**config.mk**
```make
export PLATFORM = sky130hd
export DESIGN_NAME = bp_io_host_responder_flat
export DESIGN_NICKNAME = d
export VERILOG_FILES = /design/src/rtl/bp_io_host_responder_if.sv /design/src/rtl/bp_io_host_responder.sv /design/src/flat_wrapper.sv
export SDC_FILE = /design/constraint.sdc
export NUM_CORES = 1
export LEC_CHECK = 0
export CAP_MARGIN = 20
export CORE_UTILIZATION = 44
export CTS_CLUSTER_SIZE = 14
export DETAILED_ROUTE_END_ITERATION = 12
export HOLD_SLACK_MARGIN = 0.06
export PLACE_DENSITY = 0.77
export REMOVE_ABC_BUFFERS = 1
export SYNTH_ARGS = -nofsm -noshare
export SYNTH_HDL_FRONTEND = slang
export SYNTH_SLANG_ARGS = --single-unit
export TNS_END_PERCENT = 5
```
**constraint.sdc**
```tcl
create_clock -name clk_i -period 2.35 [get_ports clk_i]
set_clock_uncertainty 0.05 [all_clocks]
set_input_delay 0.3525 -clock clk_i [delete_from_list [all_inputs] [get_ports clk_i]]
set_output_delay 0.3525 -clock clk_i [all_outputs]
set_load 0.1 [all_outputs]
```
**src/rtl/bp_io_host_responder_if.sv**
```systemverilog
// BedRock I/O command/response channel between the link endpoint (master)
// and the host-side responder (slave).
interface bp_io_host_responder_if
  #(parameter int paddr_width_p   = 40,
    parameter int data_width_p    = 64,
    parameter int payload_width_p = 16);

  // Command channel, ready-valid
  logic [3:0]                 cmd_msg_type_i;
  logic [paddr_width_p-1:0]   cmd_addr_i;
  logic [2:0]                 cmd_size_i;
  logic [payload_width_p-1:0] cmd_payload_i;
  logic [data_width_p-1:0]    cmd_data_i;
  logic                       cmd_v_i;
  logic                       cmd_ready_o;

  // Response channel, valid-yumi
  logic [3:0]                 resp_msg_type_o;
  logic [paddr_width_p-1:0]   resp_addr_o;
  logic [2:0]                 resp_size_o;
  logic [payload_width_p-1:0] resp_payload_o;
  logic [data_width_p-1:0]    resp_data_o;
  logic                       resp_v_o;
  logic                       resp_yumi_i;

  modport slave (
    input  cmd_msg_type_i, cmd_addr_i, cmd_size_i, cmd_payload_i, cmd_data_i,
           cmd_v_i, resp_yumi_i,
    output cmd_ready_o, resp_msg_type_o, resp_addr_o, resp_size_o,
           resp_payload_o, resp_data_o, resp_v_o
  );

  modport master (
    output cmd_msg_type_i, cmd_addr_i, cmd_size_i, cmd_payload_i, cmd_data_i,
           cmd_v_i, resp_yumi_i,
    input  cmd_ready_o, resp_msg_type_o, resp_addr_o, resp_size_o,
           resp_payload_o, resp_data_o, resp_v_o
  );

endinterface

```
**src/rtl/bp_io_host_responder.sv**
```systemverilog
// Host-side responder for the BlackParrot BedRock I/O command stream.
// Serves putchar, per-core finish, getchar and a free-running cycle counter,
// returning exactly one response per command with one command outstanding.
module bp_io_host_responder
  #(parameter int paddr_width_p   = 40,
    parameter int data_width_p    = 64,
    parameter int payload_width_p = 16,
    parameter int num_core_p      = 4,
    parameter int char_fifo_els_p = 4)
  (input  logic                  clk_i,
   input  logic                  reset_n_i,
   bp_io_host_responder_if.slave io,
   output logic [7:0]            char_o,
   output logic                  char_v_o,
   input  logic                  char_ready_i,
   input  logic [7:0]            getchar_i,
   input  logic                  getchar_v_i,
   output logic                  getchar_yumi_o,
   output logic [num_core_p-1:0] finish_o,
   output logic [num_core_p-1:0] pass_o,
   output logic                  all_finished_o,
   output logic                  error_o);

  localparam int fifo_ptr_w_lp = $clog2(char_fifo_els_p);
  localparam int core_idx_w_lp = (num_core_p > 1) ? $clog2(num_core_p) : 1;

  localparam logic [15:0] putchar_addr_lp = 16'h1000;
  localparam logic [15:0] finish_addr_lp  = 16'h2000;
  localparam logic [15:0] getchar_addr_lp = 16'h3000;
  localparam logic [15:0] cycle_addr_lp   = 16'h4000;

  typedef enum logic [1:0] {e_idle, e_wait_char, e_resp} state_e;

  state_e                     state_q;
  logic [3:0]                 resp_msg_type_q;
  logic [paddr_width_p-1:0]   resp_addr_q;
  logic [2:0]                 resp_size_q;
  logic [payload_width_p-1:0] resp_payload_q;
  logic [data_width_p-1:0]    resp_data_q;
  logic [num_core_p-1:0]      finish_q;
  logic [num_core_p-1:0]      pass_q;
  logic                       error_q;
  logic [data_width_p-1:0]    cycle_q;
  logic [7:0]                 pending_char_q;

  // Putchar FIFO: pointers carry one extra wrap bit to tell full from empty
  logic [fifo_ptr_w_lp:0]     wr_ptr_q, rd_ptr_q;
  logic [7:0]                 fifo_mem [char_fifo_els_p];
  logic                       fifo_empty, fifo_full, char_deq, enq_v;
  logic [7:0]                 enq_data;

  // Decode
  logic                       accept;
  logic [15:0]                addr_lo, finish_off;
  logic [core_idx_w_lp-1:0]   finish_idx;
  logic                       hit_putchar, hit_finish, hit_getchar, hit_cycle;
  logic                       legal_type, legal_size, cmd_err, is_load, is_store;
  logic                       do_putchar, do_finish;
  logic [data_width_p-1:0]    size_mask, load_raw, load_data;

  // Only the low byte of store data carries meaning for any device
  logic                       unused_data;
  assign unused_data = ^io.cmd_data_i[data_width_p-1:8];

  // Ready is withheld while reset is held so nothing looks acceptable then
  assign io.cmd_ready_o = (state_q == e_idle) && reset_n_i;
  assign accept         = io.cmd_ready_o && io.cmd_v_i;

  assign addr_lo     = io.cmd_addr_i[15:0];
  assign finish_off  = addr_lo - finish_addr_lp;
  assign finish_idx  = finish_off[3 +: core_idx_w_lp];
  assign hit_putchar = (addr_lo == putchar_addr_lp);
  assign hit_getchar = (addr_lo == getchar_addr_lp);
  assign hit_cycle   = (addr_lo == cycle_addr_lp);
  assign hit_finish  = (finish_off[2:0] == 3'b000)
                    && (finish_off[15:3] < 13'(num_core_p));

  assign legal_type  = (io.cmd_msg_type_i <= 4'd3);
  assign legal_size  = (io.cmd_size_i <= 3'd3);
  assign cmd_err     = !legal_type || !legal_size
                    || !(hit_putchar || hit_finish || hit_getchar || hit_cycle);
  // Types 1 (wr) and 3 (uc_wr) are stores, 0 (rd) and 2 (uc_rd) are loads
  assign is_store    = io.cmd_msg_type_i[0];
  assign is_load     = !io.cmd_msg_type_i[0];

  assign do_putchar  = accept && !cmd_err && is_store && hit_putchar;
  assign do_finish   = accept && !cmd_err && is_store && hit_finish;

  // Getchar consumes the host byte only when a legal load actually samples it
  assign getchar_yumi_o = accept && !cmd_err && is_load && hit_getchar && getchar_v_i;

  // Load data before size masking; illegal commands and stores return zero
  always_comb begin
    // NOTE: default every always_comb output first so no path infers a latch.
    load_raw = '0;
    if (!cmd_err && is_load) begin
      if (hit_getchar)
        load_raw = getchar_v_i ? data_width_p'(getchar_i) : '1;
      else if (hit_cycle)
        load_raw = cycle_q;
    end
  end

  // Byte-lane mask for the requested access size
  always_comb begin
    size_mask = '1;
    case (io.cmd_size_i[1:0])
      2'd0:    size_mask = data_width_p'(64'h0000_0000_0000_00ff);
      2'd1:    size_mask = data_width_p'(64'h0000_0000_0000_ffff);
      2'd2:    size_mask = data_width_p'(64'h0000_0000_ffff_ffff);
      default: size_mask = '1;
    endcase
  end

  assign load_data = load_raw & size_mask;

  assign fifo_empty = (wr_ptr_q == rd_ptr_q);
  assign fifo_full  = (wr_ptr_q[fifo_ptr_w_lp] != rd_ptr_q[fifo_ptr_w_lp])
                   && (wr_ptr_q[fifo_ptr_w_lp-1:0] == rd_ptr_q[fifo_ptr_w_lp-1:0]);
  assign char_o     = fifo_mem[rd_ptr_q[fifo_ptr_w_lp-1:0]];
  assign char_v_o   = !fifo_empty;
  assign char_deq   = char_v_o && char_ready_i;

  // A stalled byte may enter a full FIFO in the same cycle one drains out
  assign enq_v    = (do_putchar && !fifo_full)
                 || ((state_q == e_wait_char) && (!fifo_full || char_deq));
  assign enq_data = (state_q == e_wait_char) ? pending_char_q : io.cmd_data_i[7:0];

  // FIFO storage: written on enqueue only
  always_ff @(posedge clk_i) begin
    // NOTE: storage arrays are left unreset; the reset pointers make stale data unreachable.
    if (enq_v)
      fifo_mem[wr_ptr_q[fifo_ptr_w_lp-1:0]] <= enq_data;
  end

  // Command FSM with latched response, device side effects and counters
  always_ff @(posedge clk_i or negedge reset_n_i) begin
    // NOTE: sequential state uses non-blocking assignments so every register samples pre-edge values.
    if (!reset_n_i) begin
      state_q         <= e_idle;
      resp_msg_type_q <= '0;
      resp_addr_q     <= '0;
      resp_size_q     <= '0;
      resp_payload_q  <= '0;
      resp_data_q     <= '0;
      finish_q        <= '0;
      pass_q          <= '0;
      error_q         <= 1'b0;
      cycle_q         <= '0;
      pending_char_q  <= '0;
      wr_ptr_q        <= '0;
      rd_ptr_q        <= '0;
    end else begin
      cycle_q  <= cycle_q + 1'b1;
      wr_ptr_q <= wr_ptr_q + (fifo_ptr_w_lp+1)'(enq_v);
      rd_ptr_q <= rd_ptr_q + (fifo_ptr_w_lp+1)'(char_deq);

      case (state_q)
        e_idle: begin
          if (accept) begin
            resp_msg_type_q <= io.cmd_msg_type_i;
            resp_addr_q     <= io.cmd_addr_i;
            resp_size_q     <= io.cmd_size_i;
            resp_payload_q  <= io.cmd_payload_i;
            resp_data_q     <= load_data;
            if (cmd_err)
              error_q <= 1'b1;
            if (do_finish) begin
              finish_q[finish_idx] <= 1'b1;
              pass_q[finish_idx]   <= (io.cmd_data_i[7:0] == 8'h00);
            end
            if (do_putchar && fifo_full) begin
              pending_char_q <= io.cmd_data_i[7:0];
              state_q        <= e_wait_char;
            end else begin
              state_q <= e_resp;
            end
          end
        end
        e_wait_char: begin
          if (!fifo_full || char_deq)
            state_q <= e_resp;
        end
        e_resp: begin
          if (io.resp_yumi_i)
            state_q <= e_idle;
        end
        default: state_q <= e_idle;
      endcase
    end
  end

  assign io.resp_v_o        = (state_q == e_resp);
  assign io.resp_msg_type_o = resp_msg_type_q;
  assign io.resp_addr_o     = resp_addr_q;
  assign io.resp_size_o     = resp_size_q;
  assign io.resp_payload_o  = resp_payload_q;
  assign io.resp_data_o     = resp_data_q;

  assign finish_o       = finish_q;
  assign pass_o         = pass_q;
  assign all_finished_o = &finish_q;
  assign error_o        = error_q;

endmodule

```
**src/flat_wrapper.sv**
```systemverilog
// flat-port wrapper written by rule: the top's interface ports become plain ports
module bp_io_host_responder_flat 
#(parameter int paddr_width_p   = 40,
    parameter int data_width_p    = 64,
    parameter int payload_width_p = 16,
    parameter int num_core_p      = 4,
    parameter int char_fifo_els_p = 4)
  (clk_i, reset_n_i, char_o, char_v_o, char_ready_i, getchar_i, getchar_v_i, getchar_yumi_o, finish_o, pass_o, all_finished_o, error_o, io_cmd_msg_type_i, io_cmd_addr_i, io_cmd_size_i, io_cmd_payload_i, io_cmd_data_i, io_cmd_v_i, io_resp_yumi_i, io_cmd_ready_o, io_resp_msg_type_o, io_resp_addr_o, io_resp_size_o, io_resp_payload_o, io_resp_data_o, io_resp_v_o);
  bp_io_host_responder_if #(.paddr_width_p(paddr_width_p), .data_width_p(data_width_p), .payload_width_p(payload_width_p)) io_i ();
  input  logic clk_i;
  input  logic reset_n_i;
  output logic [7:0] char_o;
  output logic char_v_o;
  input  logic char_ready_i;
  input  logic [7:0] getchar_i;
  input  logic getchar_v_i;
  output logic getchar_yumi_o;
  output logic [num_core_p-1:0] finish_o;
  output logic [num_core_p-1:0] pass_o;
  output logic all_finished_o;
  output logic error_o;
  input wire logic [$bits(io_i.cmd_msg_type_i)-1:0] io_cmd_msg_type_i;
  input wire logic [$bits(io_i.cmd_addr_i)-1:0] io_cmd_addr_i;
  input wire logic [$bits(io_i.cmd_size_i)-1:0] io_cmd_size_i;
  input wire logic [$bits(io_i.cmd_payload_i)-1:0] io_cmd_payload_i;
  input wire logic [$bits(io_i.cmd_data_i)-1:0] io_cmd_data_i;
  input wire logic [$bits(io_i.cmd_v_i)-1:0] io_cmd_v_i;
  input wire logic [$bits(io_i.resp_yumi_i)-1:0] io_resp_yumi_i;
  output wire logic [$bits(io_i.cmd_ready_o)-1:0] io_cmd_ready_o;
  output wire logic [$bits(io_i.resp_msg_type_o)-1:0] io_resp_msg_type_o;
  output wire logic [$bits(io_i.resp_addr_o)-1:0] io_resp_addr_o;
  output wire logic [$bits(io_i.resp_size_o)-1:0] io_resp_size_o;
  output wire logic [$bits(io_i.resp_payload_o)-1:0] io_resp_payload_o;
  output wire logic [$bits(io_i.resp_data_o)-1:0] io_resp_data_o;
  output wire logic [$bits(io_i.resp_v_o)-1:0] io_resp_v_o;
  assign io_i.cmd_msg_type_i = io_cmd_msg_type_i;
  assign io_i.cmd_addr_i = io_cmd_addr_i;
  assign io_i.cmd_size_i = io_cmd_size_i;
  assign io_i.cmd_payload_i = io_cmd_payload_i;
  assign io_i.cmd_data_i = io_cmd_data_i;
  assign io_i.cmd_v_i = io_cmd_v_i;
  assign io_i.resp_yumi_i = io_resp_yumi_i;
  assign io_cmd_ready_o = io_i.cmd_ready_o;
  assign io_resp_msg_type_o = io_i.resp_msg_type_o;
  assign io_resp_addr_o = io_i.resp_addr_o;
  assign io_resp_size_o = io_i.resp_size_o;
  assign io_resp_payload_o = io_i.resp_payload_o;
  assign io_resp_data_o = io_i.resp_data_o;
  assign io_resp_v_o = io_i.resp_v_o;
  bp_io_host_responder #(.paddr_width_p(paddr_width_p), .data_width_p(data_width_p), .payload_width_p(payload_width_p), .num_core_p(num_core_p), .char_fifo_els_p(char_fifo_els_p)) u_core (.clk_i(clk_i), .reset_n_i(reset_n_i), .io(io_i), .char_o(char_o), .char_v_o(char_v_o), .char_ready_i(char_ready_i), .getchar_i(getchar_i), .getchar_v_i(getchar_v_i), .getchar_yumi_o(getchar_yumi_o), .finish_o(finish_o), .pass_o(pass_o), .all_finished_o(all_finished_o), .error_o(error_o));
endmodule
```
Yosys cells after proc, flatten, opt, wreduce, memory -nomap -nowiden. Memory sizes are Yosys's and may differ from the RTL's. Cells that the tools add are included.

Add/subtract/negate cells: 4. $lt $le $gt $ge: 5. Equality and inequality tests: 13. Muxes and demuxes: 16. Bitwise operators: 2. Reductions and logical operators: 41.

Operators with widths (number): $mux W64 (4); $pmux W64 S3 (1); $add A64 B1 Y64 const B (1); $and A64 B64 Y64 (1); $logic_and A1 B1 Y1 (17); $eq A16 B13 Y1 const B (1); $eq A16 B14 Y1 const B (1); $eq A16 B15 Y1 const B (1); $sub A16 B14 Y16 const B (1); $lt A13 B3 Y1 const B (1); $reduce_and A3 Y1 (4); $logic_not A8 Y1 (1); $mux W2 (4); $mux W8 (1); $logic_not A1 Y1 (7); $logic_or A1 B1 Y1 (7); $add A3 B1 Y3 (2); $pmux W2 S3 (1); $bwmux W4 (1); $eq A2 B1 Y1 const B (2); $eq A2 B2 Y1 const B (2); $le A4 B2 Y1 const B (1); $logic_not A2 Y1 (2); $ne A2 B2 Y1 const B (2); 13 further kinds (15).

Bits in registers: 216. RAM bits: 32. Input bits: 141. Output and inout port bits: 149. Word-level logic and storage cells: 95. Memories: 1.

Memories: u_core.fifo_mem (words 4, width 8, read ports 1, clocked after memory_dff 0, wr ports 1, RTL line bp_io_host_responder.sv:48) `logic [7:0] fifo_mem [char_fifo_els_p];`.

Depth between registers and ports, before layout. Gate-level depths: netlist (run 1).

Depth after elaboration: 16. Depth in mapped cells: 9. Mapped depth without buffers: 8.

Least setup slack after synthesis (run 1). OpenSTA, ideal clock, no wires.

Kind: input -> output. Start point: input port io_cmd_addr_i[11]. End point: output port getchar_yumi_o. Data arrival time: 4374 ps. Data required time: 1947 ps. Setup slack: -2426 ps. Stages: 5. Path buffers: 1. Cell sequence: or4_1 > nor3_1 > nand4_1 > clkbuf_1 > nor4_1.

Cells in the longest elaborated chain, start to end: 13. Elaborated cells between the ends (all ways): 16. Classes of those cells: add/sub (1); order compare (1); eq/ne (3); reduce/logical (11).

RTL lines: start: declaration (RTL line flat_wrapper.sv:23) `input wire logic [$bits(io_i.cmd_addr_i)-1:0] io_cmd_addr_i;`; $sub A16 B14 Y16 (RTL line bp_io_host_responder.sv:70) `assign finish_off = addr_lo - finish_addr_lp;`; $lt A13 B3 Y1 (RTL line bp_io_host_responder.sv:76) `&& (finish_off[15:3] < 13'(num_core_p));`; $logic_and A1 B1 Y1 (RTL line bp_io_host_responder.sv:76); $logic_or A1 B1 Y1 (3 in series) (RTL line bp_io_host_responder.sv:81) `|| !(hit_putchar || hit_finish || hit_getchar || hit_cycle);`; $logic_not A1 Y1 (RTL line bp_io_host_responder.sv:81); $logic_or A1 B1 Y1 (RTL line bp_io_host_responder.sv:81); $logic_not A1 Y1 (RTL line bp_io_host_responder.sv:90) `assign getchar_yumi_o = accept && !cmd_err && is_load && hit_getchar && getchar_v_i;`; $logic_and A1 B1 Y1 (2 in series) (RTL line bp_io_host_responder.sv:90); $logic_and A1 B1 Y1 * (2 in series) (RTL line bp_io_host_responder.sv:90); end: declaration (RTL line flat_wrapper.sv:17) `output logic getchar_yumi_o;`.

Every way passes the cells marked *; elsewhere a longest branch is shown, timed or not.

Worst setup path in the final report (run 1).
Start point: input port io_cmd_addr_i[9]. End point: output port getchar_yumi_o.

The elaborated chain is that of the path after synthesis.

==> impl_metrics.yaml, run 1 <==
sta:
  worst_slew_pin_slew_ps: 922
  rsz0062_at_grt: "true"
  clock.fmax_mhz: 413
  maxSlewHeadroom_pct: 38.6
  hold_viol: 0
  setup-tns-final_ps: -74.1
  slew_viol_final: 0
  fin_crit_sh_pct: 103
  setup_violations: 1
  final.setup.worst_slack_ps: -74.1
  hold_ws_ps: 76.0
  min_period_ps: 2420
floorplanning:
  io_pins: 290
  start_util_pct: 45.0
  coreArea_um2: 23500
  rows: 56
  chipWidth_um: 157
  dieArea_um2: 24700
  fp.dieH_um: 157
synthesis:
  synth-edff-count: 32
  syn-cell-area_um2: 10600
  synthCells: 983
  ys_ff_latch: 248
  async_flop_share_pct: 87.1
  avgSynthCellArea_um2: 10.8
  synth_seq_area_share_pct: 60.0
  synthDistinctLibCells: 52
  ys.warnings.count: 0
  ys.flop_type: "dfrtp_1"
drt:
  via_per_inst: 5.13
  ant_nets: 0
  drtIter0Drc: 476
  wirelength_um: 26500
  drtPass1Iterations: 5
  drcViolationCount: 0
  wl_per_cell_um: 16.5
  vias: 8249
critical_path:
  cp_max_fo: 2
  critPathRequiredTime_ps: 1950
  reg2reg_slack_ps: 150
  r2r_start: "u_core.state_q[1]"
  r2r_cells: 7
  critPathCaptureType: "primary output"
  reg2reg_to: "u_core.io.resp_data_o[15]"
  crit_type: "primary input to primary output"
  arrival_ps: 2020
  crit_path_start_kind: "primary input"
placed_design:
  io_buffers: 233
  globalplace.congestion: 0.806
  placedCellCount: 1543
  dp_hpwl_um: 17900
  place_area_um2: 13400
cts:
  clk_path_buf_depth: 3
  cts_num_sinks: 248
  clk_latency_ps: 520
  cts_made_buffers: 27
  cts_htree_levels: 1
  cts_tree: "yes"
  cts-root-buf: "clkbuf_16"
  clkTransAtPathRegs_ps: 60
grt:
  antenna_found_initial: 0
  grt_usage_pct: 21.6
  grt_pass1_wl_um: 42600
  grt_pass1_vias: 8205
  grt_overflow_total: 0
  grt_max_degree: 170
min_path:
  hp-class: "primary input to asynchronous set/reset pin"
finish:
  area_delta_synth_final_pct: 36.6
  fin_cells: 1608
  layout_commonest_cell: "nand2_1"
  finish.instance_area_um2: 14500
  num-nets-final: 1416
  antenna_cells: 0
  nFillCells: 1879
  layout_common_cells: "nand2_1 (275), dfrtp_1 (216), buf_4 (196)"
  drive_gt1_share_pct: 28.0
power_and_ir_drop:
  finalPower_mw: 14.9
  power.switching_mw: 6.19
  ir_drop_v: 0.000735
  clkPwrFrac_pct: 29.2
  p_leak_nw: 6.82
  powerDensity_nw_per_um2: 1030
  p_comb_share_pct: 37.3
  p_int_mw: 8.70
  p_seq_share_pct: 33.5
  swShare_pct: 41.6
job:
  maxCapViolCount: 0
run_status:
  violations: "negative setup slack"
  status: "finished, violations left"
[worst max-delay path: stages]
cell,delay (ps)
buf_6,90
or4_4,550
buf_6,140
nor3_4,150
nand4_1,130
nor4_2,250
buf_4,180
buf_12,170
[logic make-up (layout without fill, tap and decap cells)]
| group | after synthesis | count (layout) | synth area share [%] |
|---|---|---|---|
| AOI/OAI and AO/OA | 142 | 142 | 8.51 |
| xor gates and xnor gates | 68 | 68 | 5.62 |
| adders and majority gates | 6 | 6 | 0.708 |
| buffers and inverters | 58 | 364 | 2.36 |
| DFF | 248 | 248 | 60.0 |
| muxes | 28 | 28 | 3.82 |
| and+or+nand+nor | 433 | 433 | 18.9 |
[cell usage after synthesis (18+ instances only)]
master      n  share of area (%)
dfrtp_1   216                 51
o21ai_2    38                3.1
o21ai_0    20               0.94
xor2_1     35                2.9
xnor2_1    33                2.7
mux2_2     20                2.1
a21oi_1    66                3.1
clkbuf_1   39                1.4
nor3_1     20               0.94
nand2_1   275                9.7
nor2_1     34                1.2
nand3_1    22                1.0
nand4_1    18                1.1
edfxtp_1   32                9.1
[worst max-delay path by stage]
stage | startpoint | endpoint | slack (ps) | cells after the start
finish | io_cmd_addr_i[9] | getchar_yumi_o | -70 | 8
global route | io_cmd_addr_i[9] | getchar_yumi_o | -130 | 8
CTS | io_cmd_addr_i[9] | getchar_yumi_o | -60 | 8
detailed placement | io_cmd_addr_i[7] | u_core.fifo_mem[2][3] | -590 | 7
global placement | io_cmd_addr_i[7] | u_core.fifo_mem[2][3] | -590 | 7
floorplan | u_core.state_q[0] | getchar_yumi_o | -5160 | 2
[power by group through the flow]
| stage | clock network [mW] | logic [mW] | registers (mW) |
|---|---|---|---|
| global route | 4.60 | 5.74 | 5.03 |
| global placement | 0 | 5.50 | 5.03 |
| detailed placement | 0 | 5.54 | 5.05 |
| floorplan | 0 | 1.37 | 7.62 |
| finish | 4.35 | 5.55 | 4.98 |
| CTS | 4.43 | 5.58 | 4.98 |
[routing by layer]
layer / vias up / GRT usage (%) / share of wire, %
met5: - / 0 / 0
met2: 197 / 36.2 / 49
met4: 0 / 6.38 / 2.5
met3: 51 / 3.36 / 4.7
li1: 3930 / - / -
met1: 4071 / 29.1 / 43
[layout make-up]
cell class                 count  area [µm²]  area share [%]
multi-input combinational    677        4080            28.2
clock buffer                  33         718            4.96
clock inverter                16         200            1.38
sequential                   248        6370            43.9
tap                          319         399            2.76
timing repair buffer         304        2680            18.5
inverter                      11        41.3           0.285
[flip-flops by register name, indices dropped and copies added, names as in the netlist]
register and count:
u_core.rd_ptr_q 3, u_core.io.resp_size_o 3, u_core.io.resp_addr_o 40, u_core.io.resp_data_o 64, u_core.finish_o 4, u_core.io.resp_msg_type_o 4
u_core.state_q 2, u_core.io.resp_payload_o 16, u_core.error_o 1, u_core.fifo_mem 32, u_core.cycle_q 64, u_core.wr_ptr_q 3
u_core.pass_o 4, u_core.pending_char_q 8
[through the flow]
| stage | setup slack, ps | utilization [%] |
|---|---|---|
| 2_1_floorplan | -5160 | - |
| 3_3_place_gp | -590 | 56.9 |
| 3_5_place_dp | -587 | 56.9 |
| 4_1_cts | -56.6 | 61.5 |
| 5_1_grt | -132 | 61.5 |
| 6_report | -74.1 | 61.5 |
[repair_timing]
item	4_1_cts	5_1_grt
buffers inserted	9	0
endpoints found under the setup margin	33	19
gates cloned	0	0
pin swaps	14	2
hold endpoints to repair	22	0
resized for setup	50	6
hold buffers	7	0
Note: power is estimated with default switching activity, not from simulation.
==> inputs of run 2 (changes only) <==
==> constraint.sdc (replaced) <==
create_clock -name clk_i -period 2.35 [get_ports clk_i]
set_clock_uncertainty 0.05 [all_clocks]
set_input_delay 0.47 -clock clk_i [delete_from_list [all_inputs] [get_ports clk_i]]
set_output_delay 0.47 -clock clk_i [all_outputs]
set_load 0.1 [all_outputs]
==> impl_metrics.yaml, run 2 (synthesis gave the netlist of run 1 again) <==
finish:
  area_delta_synth_final_pct: 38.1
  layout_commonest_cell: "nand2_1"
  drive_gt1_share_pct: 29.4
  antenna_cells: 0
  finish.utilization_pct: 62.2
  finish.instance_area_um2: 14600
  layout_common_cells: "nand2_1 (275), dfrtp_1 (216), buf_4 (199)"
  fin_cells: 1612
  num-nets-final: 1420
sta:
  slew_viol_final: 0
  worst_slew_pin_slew_ps: 834
  maxSlewHeadroom_pct: 44.4
  min_period_ps: 2680
  setup-tns-final_ps: -3240
  hold_viol: 0
  fin_crit_sh_pct: 114
  setup_violations: 46
  clock.fmax_mhz: 374
  rsz0062_at_grt: "true"
  final.setup.worst_slack_ps: -326
grt:
  grt_pass1_wl_um: 43200
  grt_usage_pct: 22.0
  grt_overflow_total: 0
  grt_pass1_vias: 8347
  antenna_found_initial: 0
  grt_max_degree: 162
drt:
  via_per_inst: 5.13
  drcViolationCount: 0
  drtIter0Drc: 518
  wirelength_um: 27100
  vias: 8266
  ant_nets: 0
  drtPass1Iterations: 4
  wl_per_cell_um: 16.8
critical_path:
  reg2reg_to: "u_core.cycle_q[29]"
  r2r_cells: 6
  crit_type: "primary input to primary output"
  cp_max_fo: 2
  critPathRequiredTime_ps: 1830
  critPathCaptureType: "primary output"
  crit_path_start_kind: "primary input"
  reg2reg_slack_ps: 220
  r2r_start: "u_core.cycle_q[5]"
  arrival_ps: 2160
  critical_path.startpoint: "io_cmd_addr_i[9]"
  cp-endpoint: "getchar_yumi_o"
power_and_ir_drop:
  powerDensity_nw_per_um2: 1020
  p_leak_nw: 6.90
  ir_drop_v: 0.000649
floorplanning:
  io_pins: 290
  start_util_pct: 45.0
  coreArea_um2: 23500
  rows: 56
  chipWidth_um: 157
  fp.dieH_um: 157
  dieArea_um2: 24700
cts:
  cts_htree_levels: 1
  cts_tree: "yes"
  cts-root-buf: "clkbuf_16"
  cts_num_sinks: 248
  clkTransAtPathRegs_ps: 60
  cts_made_buffers: 26
  clk_path_buf_depth: 3
  clk_latency_ps: 520
placed_design:
  placedCellCount: 1545
  io_buffers: 233
  place_area_um2: 13400
  globalplace.congestion: 0.847
  dp_hpwl_um: 18100
job:
  maxCapViolCount: 0
run_status:
  violations: "negative setup slack"
  status: "finished, violations left"
min_path:
  hp-class: "primary input to register"
==> run 2: changes by cell type in the layout (fill, tap and decap cells not counted), moves of 5 or more <==
cell,before,now
buf_6,3,12
clkdlybuf4s50_1,69,64
clkinv_4,5,0
dlygate4sd2_1,5,10
dlygate4sd3_1,7,1
o21ai_0,16,3
o21ai_1,5,16
==> run 2: metrics by stage <==
stage	power, mW	hold slack (ps)	setup slack [ps]
detailed placement	10.6	398	-835
finish	15.0	101	-326
floorplan	8.99	124	-5280
CTS	15.1	83.5	-356
global route	15.5	110	-381
global placement	10.5	408	-757
==> run 2: what timing repair did <==
| item | in CTS | in global routing |
|---|---|---|
| resized for setup | 71 | 25 |
| endpoints found under the hold margin | 23 | 0 |
| pin swaps | 51 | 10 |
| setup buffers | 17 | 6 |
| cloned | 0 | 0 |
| hold buffers | 1 | 0 |
| setup endpoints to repair | 68 | 115 |
==> run 2: layer usage <==
metal	GRT usage (%)	up-vias	routed length, µm
met5	0	-	0
met4	7.49	0	737
met3	3.17	60	1260
met2	37.2	210	13400
met1	29.1	4070	11700
li1	-	3926	-
==> run 2: critical path, stage by stage <==
cell	delay, ps
buf_6	90
or4_4	560
nor4_4	340
o21ai_2	110
nor4_2	240
buf_4	180
buf_12	170
==> run 2: how the worst min path moves through the flow <==
stage	start	end	slack [ps]	cells after the start
floorplan	reset_n_i	u_core.cycle_q[0]	120	0
global placement	u_core.io.resp_payload_o[7]	u_core.io.resp_payload_o[7]	410	2
detailed placement	u_core.error_o	u_core.error_o	400	1
CTS	io_cmd_addr_i[2]	u_core.io.resp_addr_o[2]	80	3
global route	io_cmd_addr_i[2]	u_core.io.resp_addr_o[2]	110	3
finish	io_cmd_addr_i[2]	u_core.io.resp_addr_o[2]	100	3
==> run 2: final cells by class <==
cell class	instances	area, µm²
clock buffer	33	749
clock inverter	15	203
fill	1883	8890
inverter	11	41.3
multi-input combinational	677	4160
sequential	248	6370
tap	319	399
timing repair buffer	309	2740
==> run 2: power breakdown <==
group | switching, mW | total [mW] | internal (mW)
sequential | 0.241 | 4.98 | 4.74
combinational | 4.22 | 5.56 | 1.33
clock | 1.67 | 4.46 | 2.80
total | 6.13 | 15.0 | 8.87
